===== config.mk =====
export PLATFORM = sky130hd
export DESIGN_NAME = serial_subtractor
export DESIGN_NICKNAME = d
export VERILOG_FILES = /design/src/rtl/serial_sub_pkg.sv /design/src/rtl/full_subtractor.sv /design/src/rtl/serial_subtractor.sv
export SDC_FILE = /design/constraint.sdc
export NUM_CORES = 1
export LEC_CHECK = 0
export ABC_AREA = 1
export CORE_UTILIZATION = 60
export CTS_BUF_LIST = sky130_fd_sc_hd__clkbuf_2 sky130_fd_sc_hd__clkbuf_4 sky130_fd_sc_hd__clkbuf_8
export CTS_CLUSTER_DIAMETER = 100
export DETAILED_ROUTE_END_ITERATION = 8
export DONT_BUFFER_PORTS = 1
export MAX_ROUTING_LAYER = met4
export PLACE_DENSITY_LB_ADDON = 0.3
export RECOVER_POWER = 25
export SLEW_MARGIN = 10
export SYNTH_ARGS = -nofsm -noshare
export SYNTH_HDL_FRONTEND = slang
export SYNTH_HIERARCHICAL = 1
export SYNTH_SLANG_ARGS = --single-unit

===== constraint.sdc =====
create_clock -name clk -period 3.9 [get_ports clk]
set_input_delay 0.78 -clock clk [delete_from_list [all_inputs] [get_ports clk]]
set_output_delay 0.78 -clock clk [all_outputs]
set_load 0.05 [all_outputs]

===== src/rtl/serial_sub_pkg.sv =====
// Shared types and sizing helpers for the bit-serial subtractor.
// Holds the FSM state encoding and the bit-counter width helper.
package serial_sub_pkg;

  typedef enum logic [1:0] {
    IDLE = 2'd0,
    RUN  = 2'd1,
    DONE = 2'd2
  } state_t;

  // Bit counter must index 0..N-1, so clog2(N) bits (at least 1).
  function automatic int cnt_width(input int n);
    return (n < 2) ? 1 : $clog2(n);
  endfunction

endpackage


===== src/rtl/full_subtractor.sv =====
// Single-bit full subtractor: d = x - y - bin, combinational (zero latency).
// No flow control; purely combinational.
module full_subtractor (
  input  logic x,
  input  logic y,
  input  logic bin,
  output logic d,
  output logic bout
);

  assign d    = x ^ y ^ bin;
  assign bout = (~x & y) | (~(x ^ y) & bin);

endmodule


===== src/rtl/serial_subtractor.sv =====
// LSB-first serial subtractor, N cycles in RUN then a one-cycle done pulse; start ignored while busy.
// Define SERIAL_SUB_SAT_EN to clamp diff to 0 whenever the final borrow is set.
module serial_subtractor
  import serial_sub_pkg::*;
#(
  parameter int N = 32
) (
  input  logic         clk,
  input  logic         rst_n,
  input  logic         start,
  input  logic [N-1:0] a,
  input  logic [N-1:0] b,
  output logic         busy,
  output logic         done,
  output logic [N-1:0] diff,
  output logic         borrow
);

  localparam int CNT_W = cnt_width(N);

  state_t           state;
  state_t           state_nxt;
  logic [N-1:0]     a_sr;
  logic [N-1:0]     b_sr;
  logic [CNT_W-1:0] cnt;
  logic             brw;
  logic             bit_d;
  logic             bit_bout;
  logic             last_bit;
  logic             accept;
  logic [N-1:0]     result;

  full_subtractor u_fs (
    .x    (a_sr[0]),
    .y    (b_sr[0]),
    .bin  (brw),
    .d    (bit_d),
    .bout (bit_bout)
  );

  assign last_bit = (cnt == CNT_W'(N - 1));
  // Result bits shift into the top of the minuend register as its bits shift out.
  assign result   = {bit_d, a_sr[N-1:1]};

  always_ff @(posedge clk or negedge rst_n) begin
    if (!rst_n) begin
      state <= IDLE;
    end else begin
      state <= state_nxt;
    end
  end

  always_comb begin
    state_nxt = state;
    busy      = 1'b0;
    done      = 1'b0;
    accept    = 1'b0;
    case (state)
      IDLE: begin
        if (start) begin
          accept    = 1'b1;
          state_nxt = RUN;
        end
      end
      RUN: begin
        busy = 1'b1;
        if (last_bit) begin
          state_nxt = DONE;
        end
      end
      DONE: begin
        done = 1'b1;
        if (start) begin
          accept    = 1'b1;
          state_nxt = RUN;
        end else begin
          state_nxt = IDLE;
        end
      end
      default: state_nxt = IDLE;
    endcase
  end

  always_ff @(posedge clk or negedge rst_n) begin
    if (!rst_n) begin
      a_sr   <= '0;
      b_sr   <= '0;
      cnt    <= '0;
      brw    <= 1'b0;
      diff   <= '0;
      borrow <= 1'b0;
    end else if (accept) begin
      a_sr <= a;
      b_sr <= b;
      cnt  <= '0;
      brw  <= 1'b0;
    end else if (state == RUN) begin
      a_sr <= result;
      b_sr <= {1'b0, b_sr[N-1:1]};
      brw  <= bit_bout;
      cnt  <= cnt + CNT_W'(1);
      if (last_bit) begin
        borrow <= bit_bout;
`ifdef SERIAL_SUB_SAT_EN
        diff   <= bit_bout ? '0 : result;
`else
        diff   <= result;
`endif
      end
    end
  end

endmodule


==> results of run 1 <==
[stage by stage]
stage	area (sq um)	std cells	setup WS (ns)	hold slack [ns]	power, W
2_1_floorplan	4830	619	2.05	0.448	0.00331
3_3_place_gp	4810	692	1.34	0.461	0.00348
3_5_place_dp	4810	692	1.28	0.465	0.00356
4_1_cts	5030	708	1.52	0.0830	0.00431
5_1_grt	5040	708	1.21	0.0703	0.00462
6_report	5040	708	1.51	0.102	0.00427
[cells in the mapped netlist, drive strengths merged]
master  instances
nand3           6
inv            41
clkbuf         14
fa              1
nand2         327
dfrtp         105
nor2            8
ha              2
buf            18
a21oi           2
or2            30
o21ai          65
[metal layers]
layer / track usage [%] / up-vias / routed length, microns
li1: - / 1839 / -
met1: 31.3 / 1662 / 4210
met2: 39.5 / 89 / 4380
met3: 5.80 / 13 / 518
met4: 7.81 / 0 / 133
met5: - / - / 0
[power breakdown]
part	switching [W]	internal, W
logic	0.000769	0.000430
clock network	0.000359	0.000386
registers	0.000767	0.00156
total	0.00189	0.00237
[state kept, by name (all words and copies together), names as in the netlist]
signal and cells:
a_sr 32, cnt 5, brw 1, state 2
borrow 1, diff 32, b_sr 32
[logic make-up after synthesis]
kind of cell               after synthesis  share of synthesized area [%]
and+or+nand+nor                        371                           31.0
DFF                                    105                           54.4
buffers and inverters                   73                           6.76
AOI/OAI and AO/OA                       67                           6.94
adders and majority gates                3                          0.932
[worst max path at each step]
stage              from       end  slack, ns  cells past startpoint
3_5_place_dp      start    cnt[2]       1.28                      6
5_1_grt        state[0]   diff[1]       1.21                      6
3_3_place_gp      start   b_sr[0]       1.34                      6
2_1_floorplan  state[1]      done       2.05                      2
6_report       state[0]  b_sr[17]       1.51                      7
4_1_cts        state[0]       brw       1.52                      7
[worst register-to-register path, cell delays in order, from the launching register on]
cell,delay (ns)
dfrtp_1,0.46
inv_2,0.11
nand2_4,0.56
nand2_2,0.16
inv_2,0.42
buf_4,0.44
nand2_1,0.12
nand2_1,0.08
[layout make-up]
class	instances	share of cell area [%]
clock buffers	11	2.88
clock inverters	5	1.56
inverters	41	3.05
multi-input cells	441	37.4
flip-flops and latches	105	52.1
well taps	102	2.53
repair buffers	3	0.447
==> impl_metrics.yaml, run 1 <==
status:
  status: "completed"
clock_network:
  tritoncts_clock_tree: "built"
  number_of_clock_sinks: 105
  clk-insertion-delay-late_ns: 0.36
  postCtsSetupBuffers: 0
  count_of_hold_fix_buffers_inserted_at_cts: 0
  clock_tree.htree_level_count: 3
  clock-root-buffer: "clkbuf_8"
  clk_transition_reported_paths_ns: 0.10
  tritoncts.num_buffers: 9
  cts.repair.resized: 0
  clk_path_buf_depth: 2
logic_synthesis:
  postSynthNetCount: 689
  post-synth-top-area-fraction_pct: 54.4
  avgSynthCellArea_sq_um: 7.81
  postSynthCellCount: 619
  syn-cell-area_sq_mm: 0.00483
  ys_top_cells_by_area: "dfrtp_1 54%, nand2_1 25%, o21ai_0 6.6%, or2_2 3.9%, inv_1 3.0%"
  seq_area_frac_synth_pct: 54.4
  ys_seq_elements: 105
  synth.yosys.warnings: 6
  ys_types: 20
  netlist.top_cell.by_area: "dfrtp_1"
critical_path:
  timing.setup.critical_path_class: "flip-flop to flip-flop"
  crit_path_max_fanout: 91
  path_depth_of_the_worst_reg2reg_path: 7
  critical_path.cell_chain: "inv_2 > nand2_4 > nand2_2 > inv_2 > buf_4 > nand2_1 > nand2_1"
  crit_reg_reg_endpoint: "b_sr[17]"
  critical_path.slowest_cell: "nand2_4"
  cp.arrival_ns: 2.70
  critPathTopFamily: "buffers and inverters"
  slowest_delay_ns: 0.56
  reg2reg_from: "state[0]"
  critPathLaunchType: "flip-flop"
  critical_path.endpoint_type: "flip-flop"
  r2r_setup_slack_ns: 1.51
  required_ns: 4.21
  crit_buf_inv: 3
floorplan:
  core.rowCount: 32
  floorplan.die.height_microns: 91.7
  coreArea_sq_mm: 0.00777
  dieWidth_microns: 91.7
  boundaryPins: 102
  design.die.area_sq_mm: 0.00842
  effective_utilization_at_floorplan_pct: 62.2
sta:
  setup-violations-final: 0
  timing_max_transition_violations_final: 0
  period_minus_slack_ns: 2.39
  period_share_pct: 61.3
  finalSetupTns_ns: 0
  relSlewSlack_pct: 33.7
  worst_pin_slew_ns: 0.990
  finalClockSkew_ns: 0.0123
  finalHoldViolations: 0
  max_freq_ghz: 0.418
  rsz_0062_raised_after_global_routing: "false"
drt:
  detail_route.wl_per_cell_microns: 13.0
  drtPass1Iterations: 4
  wirelength_microns: 9240
  ant_nets: 0
  via_per_inst: 5.09
  dr_total_vias: 3603
  drt_drc_violations_left: 0
  drt_iter0_drc: 172
grt:
  grt_start_max_net_pins: 106
  globalRouteOverflowTotal: 0
  grt_antenna_before_repair: 0
  first_global_vias: 3501
  grt_first_pass_wirelength_microns: 15800
  groute.usage.overall_pct: 24.6
power:
  vdd_drop_max_v: 0.000320
  cellLeakagePower_nw: 2.74
  power.density_mw_per_mm2: 847
worst_hold_path:
  worst_min_delay_path_category: "input pin to asynchronous set/reset pin"
final_layout:
  syn2layout_area_growth_pct: 4.27
  nFillCells: 653
  layout.cells.most_common_list: "324 x nand2_1, 105 x dfrtp_1, 64 x o21ai_0, 39 x inv_1, 30 x or2_2"
  nets_final: 671
  layout.area.seq_sq_mm: 0.00263
  final_util_pct: 64.9
  drive_gt1_share_pct: 9.24
  insertedDiodeCount: 0
  commonest_non_fill_non_tap_cell_in_the_layout: "nand2_1"
  multi_input_area_sq_mm: 0.00188
place:
  hpwl_microns: 5780
  numPortBuffers: 0
  gp_congestion: 0.831
flow_run:
  max_cap_violations: 0
(Power assumes the default switching activity.)
==> run 2, diff against run 1 <==
==> constraint.sdc (replaced) <==
create_clock -name clk -period 2.2 [get_ports clk]
set_input_delay 0.44 -clock clk [delete_from_list [all_inputs] [get_ports clk]]
set_output_delay 0.44 -clock clk [all_outputs]
set_load 0.05 [all_outputs]
==> run 2 against run 1 <==
  * The run now ends with negative hold slack left
  * Clock-buffer cell count is 1 lower
  * Largest cell class unchanged
  * Critical endpoint is now diff[21]
  * Largest power group unchanged
  * Sequential share of layout area is 0.90 points lower
  * Clock skew up 0.0052 ns
  * First-iteration DRC count is 4.1% lower
  * Register-to-register slack got worse by 1.0 ns
  * Final cell count is 1.1% higher
  * Global-route usage rose by 0.21 points
==> impl_metrics.yaml, run 2 (synthesis gave the netlist of run 1 again) <==
final_layout:
  drive_gt1_share_pct: 10.4
  commonest_non_fill_non_tap_cell_in_the_layout: "nand2_1"
  registers_with_the_most_flip_flops: "a_sr: 32 flops, b_sr: 32 flops, diff: 32 flops"
  layout.cells.most_common_list: "324 x nand2_1, 105 x dfrtp_1, 64 x o21ai_0, 39 x inv_1, 30 x or2_2"
  nFillCells: 674
  layout.area.seq_sq_mm: 0.00263
  syn2layout_area_growth_pct: 6.11
  insertedDiodeCount: 0
  fin_cells: 716
  nets_final: 680
  multi_input_area_sq_mm: 0.00188
critical_path:
  path_depth_of_the_worst_reg2reg_path: 8
  r2r_setup_slack_ns: 0.47
  critical_path.endpoint_type: "flip-flop"
  critical_path.slowest_cell: "dfrtp_1"
  timing.setup.critical_path_class: "flip-flop to flip-flop"
  cp.arrival_ns: 1.99
  crit_path_max_fanout: 25
  critPathLaunch: "cnt[0]"
  crit_reg_reg_endpoint: "diff[21]"
  reg2reg_from: "cnt[0]"
  critical_path.cell_chain: "ha_1 > nand2_1 > nor2_1 > ha_1 > nand2_2 > buf_12 > nand2_1 > o21ai_0"
  critPathLaunchType: "flip-flop"
  slowest_delay_ns: 0.41
  required_ns: 2.47
status:
  status: "finished with violations"
  failed_checks: "negative hold slack"
floorplan:
  effective_utilization_at_floorplan_pct: 62.2
  design.die.area_sq_mm: 0.00842
  boundaryPins: 102
  coreArea_sq_mm: 0.00777
  floorplan.die.height_microns: 91.7
  dieWidth_microns: 91.7
  core.rowCount: 32
clock_network:
  clk-insertion-delay-late_ns: 0.37
  number_of_clock_sinks: 105
  clk_path_buf_depth: 2
  cts.repair.resized: 0
  postCtsSetupBuffers: 0
  tritoncts_clock_tree: "built"
  clock-root-buffer: "clkbuf_8"
  clk_transition_reported_paths_ns: 0.10
  clock_tree.htree_level_count: 3
  tritoncts.num_buffers: 9
sta:
  timing_max_transition_violations_final: 0
  period_minus_slack_ns: 1.73
  worst_slack_ns: 0.475
  finalClockSkew_ns: 0.0175
  rsz_0062_raised_after_global_routing: "false"
  max_freq_ghz: 0.580
  finalSetupTns_ns: 0
  period_share_pct: 78.4
  finalHoldViolations: 105
  worst_pin_slew_ns: 0.530
  relSlewSlack_pct: 64.6
  setup-violations-final: 0
  timing.hold.ws_ns: -0.250
flow_run:
  max_cap_violations: 0
grt:
  grt_first_pass_wirelength_microns: 16000
  globalRouteOverflowTotal: 0
  grt_start_max_net_pins: 106
  first_global_vias: 3553
  groute.usage.overall_pct: 24.8
  grt_antenna_before_repair: 0
power:
  cellLeakagePower_nw: 2.79
  vdd_drop_max_v: 0.000577
  totalPowerFinal_w: 0.00764
  power.density_mw_per_mm2: 1490
drt:
  route.layer.met1.wl_microns: 4280
  wirelength_microns: 9490
  drt_drc_violations_left: 0
  met3_length_microns: 550
  drtPass1Iterations: 4
  dr_total_vias: 3694
  drt_iter0_drc: 165
  met2_length_microns: 4510
  detail_route.wl_per_cell_microns: 13.3
  ant_nets: 0
  highest-signal-layer: "met4"
  via_per_inst: 5.16
place:
  gp_congestion: 0.778
  numPortBuffers: 0
  placed_cells_incl_taps: 701
  hpwl_microns: 6220
  place_worst_setup_slack_ns: 0.486
worst_hold_path:
  worst_min_delay_path_category: "input pin to asynchronous set/reset pin"
## run 2: changes by cell type in the layout (fill, tap and decap cells not counted), sizes merged
cell and delta:
clkinvlp +1, clkbuf -1, clkinv -1, buf +9
## run 2: worst max-delay path by stage
| stage | endpoint | slack, ns | depth (start not counted) |
|---|---|---|---|
| CTS | diff[21] | 0.47 | 8 |
| finish | diff[21] | 0.47 | 8 |
| global placement | diff[26] | 0.60 | 8 |
| detailed placement | diff[21] | 0.49 | 8 |
| floorplan | done | 0.69 | 2 |
| global route | diff[12] | 0.35 | 8 |
## run 2: critical path: cells and delay by family, from the launching register on
| family | cells | cell delay (ns) |
|---|---|---|
| compound gates | 1 | 0.11 |
| fa+ha+maj | 2 | 0.41 |
| buf+inv | 1 | 0.21 |
| flops | 1 | 0.41 |
| simple gates | 4 | 0.48 |
## run 2: cell type report
type,count,area share [%]
repair buffers,12,2.49
well taps,102,2.49
clock inverters,5,1.59
clock buffers,10,2.56
inverters,41,3.00
multi-input cells,441,36.6
flip-flops and latches,105,51.2
## run 2: through the flow
stage	hold slack [ns]	util (%)	area, sq um
2_1_floorplan	0.144	-	4830
3_3_place_gp	0.147	63.3	4910
3_5_place_dp	0.147	63.3	4910
4_1_cts	-0.258	66.0	5130
5_1_grt	-0.266	66.0	5130
6_report	-0.250	66.0	5130
## run 2: layer usage
| layer | track usage (%) | up-vias |
|---|---|---|
| met4 | 8.33 | 0 |
| met5 | - | - |
| met3 | 5.22 | 12 |
| met2 | 40.1 | 96 |
| li1 | - | 1858 |
| met1 | 31.5 | 1728 |
## run 2: where the power goes
group	switching, W	internal [W]
sequential	0.00136	0.00276
clock	0.000636	0.000648
combinational	0.00141	0.000825
total	0.00340	0.00423
